===== src/rtl/inj_fifo_ni.sv =====
// Network-interface injection FIFO: captures strobed 20-bit words, prepends NODE_ID and
// hands flits to the router over valid/ready. Optional counters via NI_STATS_EN.
module inj_fifo_ni #(
   parameter int unsigned DEPTH    = 8,
   parameter logic [3:0]  NODE_ID  = 4'h0,
   parameter int unsigned MAX_DEST = 3
) (
   input  logic        clk,
   input  logic        rst,
   input  logic [19:0] in_data,
   input  logic        in_valid,
   output logic [23:0] out_flit,
   output logic        out_valid,
   input  logic        out_ready,
   output logic        empty,
   output logic        full,
   output logic        ovf_err,
   output logic        dest_err,
   output logic [15:0] acc_cnt,
   output logic [15:0] drop_cnt
);

   localparam int unsigned PW = (DEPTH > 1) ? $clog2(DEPTH) : 1;
   localparam int unsigned CW = $clog2(DEPTH) + 1;
   localparam logic [CW-1:0] DEPTH_C = CW'(DEPTH);

   logic [19:0]   mem [DEPTH];
   logic [PW-1:0] wr_ptr_q, wr_ptr_d, rd_ptr_q, rd_ptr_d;
   logic [CW-1:0] count_q, count_d;
   logic [23:0]   flit_q, flit_d;
   logic          valid_q, valid_d;
   logic          empty_q, empty_d, full_q, full_d;
   logic          ovf_q, ovf_d, dest_err_q, dest_err_d;
   logic          dest_ok, pop, push, stored, load_out, wr_mem;

   always_comb begin
      dest_ok  = (32'(in_data[3:0]) <= MAX_DEST);
      pop      = valid_q & out_ready;
      push     = in_valid & dest_ok & ((count_q < DEPTH_C) | pop);
      // count includes the output register, so storage holds words beyond that one
      stored   = (count_q > {{(CW-1){1'b0}}, valid_q});
      load_out = ~valid_q | pop;

      flit_d   = flit_q;
      valid_d  = valid_q;
      rd_ptr_d = rd_ptr_q;
      wr_ptr_d = wr_ptr_q;
      wr_mem   = 1'b0;

      if (load_out) begin
         if (stored) begin
            flit_d   = {NODE_ID, mem[rd_ptr_q]};
            valid_d  = 1'b1;
            rd_ptr_d = rd_ptr_q + PW'(1);
         end else if (push) begin
            flit_d  = {NODE_ID, in_data};
            valid_d = 1'b1;
         end else begin
            valid_d = 1'b0;
         end
      end

      // Bypassed words skip storage entirely
      if (push && !(load_out && !stored)) begin
         wr_mem   = 1'b1;
         wr_ptr_d = wr_ptr_q + PW'(1);
      end

      unique case ({push, pop})
         2'b10:   count_d = count_q + CW'(1);
         2'b01:   count_d = count_q - CW'(1);
         default: count_d = count_q;
      endcase

      empty_d    = (count_d == '0);
      full_d     = (count_d == DEPTH_C);
      ovf_d      = ovf_q | (in_valid & dest_ok & ~push);
      dest_err_d = dest_err_q | (in_valid & ~dest_ok);
   end

   always_ff @(posedge clk or negedge rst) begin
      if (!rst) begin
         wr_ptr_q   <= '0;
         rd_ptr_q   <= '0;
         count_q    <= '0;
         flit_q     <= '0;
         valid_q    <= 1'b0;
         empty_q    <= 1'b1;
         full_q     <= 1'b0;
         ovf_q      <= 1'b0;
         dest_err_q <= 1'b0;
      end else begin
         wr_ptr_q   <= wr_ptr_d;
         rd_ptr_q   <= rd_ptr_d;
         count_q    <= count_d;
         flit_q     <= flit_d;
         valid_q    <= valid_d;
         empty_q    <= empty_d;
         full_q     <= full_d;
         ovf_q      <= ovf_d;
         dest_err_q <= dest_err_d;
      end
   end

   always_ff @(posedge clk) begin
      if (wr_mem) begin
         mem[wr_ptr_q] <= in_data;
      end
   end

   assign out_flit  = flit_q;
   assign out_valid = valid_q;
   assign empty     = empty_q;
   assign full      = full_q;
   assign ovf_err   = ovf_q;
   assign dest_err  = dest_err_q;

`ifdef NI_STATS_EN
   logic [15:0] acc_q, drop_q;

   always_ff @(posedge clk or negedge rst) begin
      if (!rst) begin
         acc_q  <= '0;
         drop_q <= '0;
      end else begin
         if (push && (acc_q != 16'hFFFF)) begin
            acc_q <= acc_q + 16'd1;
         end
         if (in_valid && !push && (drop_q != 16'hFFFF)) begin
            drop_q <= drop_q + 16'd1;
         end
      end
   end

   assign acc_cnt  = acc_q;
   assign drop_cnt = drop_q;
`else
   assign acc_cnt  = '0;
   assign drop_cnt = '0;
`endif

endmodule


===== config.mk =====
export PLATFORM = sky130hd
export DESIGN_NAME = inj_fifo_ni
export DESIGN_NICKNAME = d
export VERILOG_FILES = /design/src/rtl/inj_fifo_ni.sv
export SDC_FILE = /design/constraint.sdc
export NUM_CORES = 1
export LEC_CHECK = 0
export BUFFER_PORTS_ARGS = -buffer_cell sky130_fd_sc_hd__buf_2
export CORE_MARGIN = 2
export CORE_UTILIZATION = 27
export CTS_BUF_LIST = sky130_fd_sc_hd__clkbuf_4 sky130_fd_sc_hd__clkbuf_8
export CTS_CLUSTER_DIAMETER = 200
export DETAILED_ROUTE_END_ITERATION = 10
export SLEW_MARGIN = 10
export SYNTH_ARGS = -nofsm -noshare
export SYNTH_HDL_FRONTEND = slang
export SYNTH_SLANG_ARGS = --single-unit

===== constraint.sdc =====
create_clock -name clk -period 4.2 [get_ports clk]
set_input_delay 0.21 -clock clk [delete_from_list [all_inputs] [get_ports clk]]
set_output_delay 0.21 -clock clk [all_outputs]
set_load 0.1 [all_outputs]

==> impl_results.md <==
- Outcome: finished clean
- Cell Area, Synth: 8190 µm²
- Register area share after synthesis: 0.694
- Final Power: 6.31 mW
- Leak: 3.22 nW
- # DRC: 0
- Max incr delay on CP: 0.53 ns
- Top-Level Pins: 85
- HP Class: in2reg
- Gpl congestion: 0.700
- Mux share of post-synthesis cell area: 0.143
- Period utilization: 0.716
- Initial Util: 0.275
- FF+latch count, synth: 195
- Clk_lat worst skew: 0.47 ns
- Crit Path Max Fanout: 19
- Synth Area in Compound Gates: 0.0530
- # port buffers: 48
- Antenna violations before repair: 0
- Max_cap viols: 0
- FP Rows: 63
- Worst slew margin: 0.358
- Unrepaired setup endpoints after global routing: no
- CP arrival: 3.17 ns
- Top post-synthesis cells by area: edfxtp_1 (59%), dfrtp_1 (10%), mux4_1 (5.5%)
- Gr usage total: 0.107
- Clk sinks: 195
- Gr ovfl total: 0
- Hold Path Depth: 1
- FF/Latch Area: 5680 µm²
- Drt wl/cell: 17.4 µm
- Multi-input gate area: 2220 µm²
- HPWL Detailed: 10400 µm
- Ant diodes: 0
- Vias per std cell: 4.35
- Full die area: 31700 µm²
- Setup violators final: 0
- Filler Cells Inserted: 2920
- WL final: 16100 µm
- CORE AREA: 29700 µm²
- Synth Instances: 454
- Antenna viol nets, final: 0
- Die width: 178 µm
- Simple-gate area share of the yosys netlist: 0.0376
- Largest family of logic cells by synthesized area: multiplexers
- Post-Synth XOR/XNOR Area: 0.00856
- Worst vdd ir: 344 µV
- Least-Margin Pin Slew: 0.963 ns
- Worst R2R Path Depth: 8
- Crit-path cells: inv_1 -> ha_1 -> nor2_1 -> nor3_2 -> buf_4 -> a211o_1 -> nor3_2 -> buf_4
- Crit path capture type: register
- CP top delay family: simple AND/OR/NAND/NOR gates
- Placed insts: 886
- Post-synth EDFFs: 160
- Clk root buf: clkbuf_8
- Synth warn: 0
- Crit path buffers/inverters: 3
- Worst-case clock buffer depth: 2
- Crit path launch type: register
- Post-synth cell types: 55
- Nets: 549
- Final min period: 3.01 ns
- Iter 0 DRT Violations: 267
- Largest net degree at the start of global routing: 36
- Synth top area share: 0.587
- DR vias: 4011
- Slew Viols, Final: 0
- Count of final hold-check violations: 0
- Maximum clock rate: 333 MHz
- Power Dens Cells: 685 nW/µm²
- Most used DFF post-synth: edfxtp_1
- Layout cells sized above 1: 0.293
- CTS buffer count: 17
- Max H-tree Level: 4
- Clock Skew: 0.0159 ns
- Clock Pin Slew Worst Setup and Hold Paths: 0.11 ns
- Core Util, Final: 0.310
- Die height: 178 µm
- Syn-to-layout area delta: 12.5%
- Post-route setup TNS: 0 ns
- First-pass GRT wire length: 24800 µm
- 1st-pass router iterations: 4
- CP Class: reg2reg
- Worst Path Required: 4.36 ns
- Area share of fa/ha/maj cells after synthesis: 0.00917
- Hold slack final: 0.0352 ns
- Mean area per synthesized cell: 18.0 µm²
- Post-CTS Resized: 0
- Commonest non-fill, non-tap cell in the layout: edfxtp_1
- CTS tree: built
- WP depth: 8
- Vias in the first global route: 4161
- Post-synth top area cell: edfxtp_1
- Commonest cells after routing, fill and taps aside: edfxtp_1 (160), buf_2 (48), conb_1 (36), dfrtp_1 (33), nand2_1 (23)
- Slowest cell on the critical path: nor3_2
- Layout Cells excl Fill: 922
- Async SR Flop Fraction: 0.179
[flip-flops by register name, indices dropped and copies added (netlist names)]
name and flops:
ovf_err 1, out_valid 1, mem 160, empty 1
wr_ptr_q 3, rd_ptr_q 3, full 1, count_q 4
dest_err 1, out_flit 20
[area by class of cell]
class                           count  area share
Multi-Input combinational cell    232       0.241
Clock buffer                       19      0.0284
Clock inverter                     13      0.0156
Sequential cell                   195       0.617
Inverter                            6     0.00244
Tap cell                          390      0.0530
Timing Repair Buffer               67      0.0427
[path summary, 6_finish.rpt]
kind / endpoint / from / slack, ns
worst min register to register: dest_err$_DFF_PN0_ / dest_err$_DFF_PN0_ / 0.47
worst min-delay path: mem[1][4]$_DFFE_PP_ / in_data[4] / 0.04
worst max register to register: mem[0][1]$_DFFE_PP_ / count_q[0]$_DFF_PN0_ / 1.19
worst max-delay path: mem[0][1]$_DFFE_PP_ / count_q[0]$_DFF_PN0_ / 1.19
max in group asynchronous: rd_ptr_q[1]$_DFFE_PN0P_ / rst / 3.15
min in group asynchronous: out_flit[8]$_DFFE_PN0P_ / rst / 0.41
[synth_stat cells (2+ instances only)]
| cell | number |
|---|---|
| mux2_2 | 17 |
| a21oi_1 | 2 |
| o22ai_2 | 6 |
| dfrtp_1 | 34 |
| nor2_1 | 10 |
| buf_12 | 2 |
| o211ai_1 | 3 |
| o31ai_1 | 3 |
| ha_1 | 6 |
| clkbuf_2 | 2 |
| o21ai_1 | 12 |
| nor4b_1 | 2 |
| nand3_1 | 3 |
| mux4_1 | 17 |
| nand2_1 | 23 |
| buf_4 | 40 |
| mux4_2 | 17 |
| buf_2 | 7 |
| nand2b_1 | 6 |
| o21ai_0 | 2 |
| clkbuf_1 | 2 |
| o221a_2 | 2 |
| edfxtp_1 | 160 |
| inv_1 | 5 |
| nor3_1 | 6 |
| nor3b_1 | 2 |
| buf_6 | 2 |
| xnor2_1 | 6 |
| o22ai_1 | 13 |
| or2_2 | 2 |
| xor2_1 | 2 |
| a22o_1 | 2 |
| mux2i_1 | 14 |
[where the power goes]
| part | internal [mW] | switching [mW] |
|---|---|---|
| registers | 2.31 | 0.281 |
| logic | 0.842 | 1.67 |
| clock network | 0.522 | 0.691 |
[logic make-up after synthesis]
family	count (synthesis)
flops	195
fa+ha+maj	6
other cells	1
compound gates	55
mux	66
buf+inv	62
xor+xnor	8
simple gates	61
[per-stage QoR]
step | worst slack, ns | instance area, µm²
final | 1.19 | 9210
after global routing | 1.01 | 9210
after floorplan | 0.305 | 8320
after detailed placement | 1.19 | 8770
after global placement | 1.21 | 8770
after CTS | 1.17 | 9210
[worst reg2reg max path, cell delays in order (launching register included)]
cell,delay [ns]
dfrtp_1,0.46
inv_1,0.07
ha_1,0.27
nor2_1,0.33
nor3_2,0.06
buf_4,0.24
a211o_1,0.37
nor3_2,0.53
buf_4,0.36
[layer usage]
layer / up-vias / part of all wire / GRT usage
met3: 14 / 0.048 / 0.0256
met4: 0 / 0.011 / 0.0328
li1: 1855 / - / -
met2: 101 / 0.47 / 0.168
met1: 2041 / 0.47 / 0.145
met5: - / 0 / 0
[repair_timing]
action / CTS / global route
hold buffers: 4 / 0
endpoints found under the hold margin: 39 / 0
setup buffers: 0 / 0
Note: power is estimated with default switching activity, not from simulation.
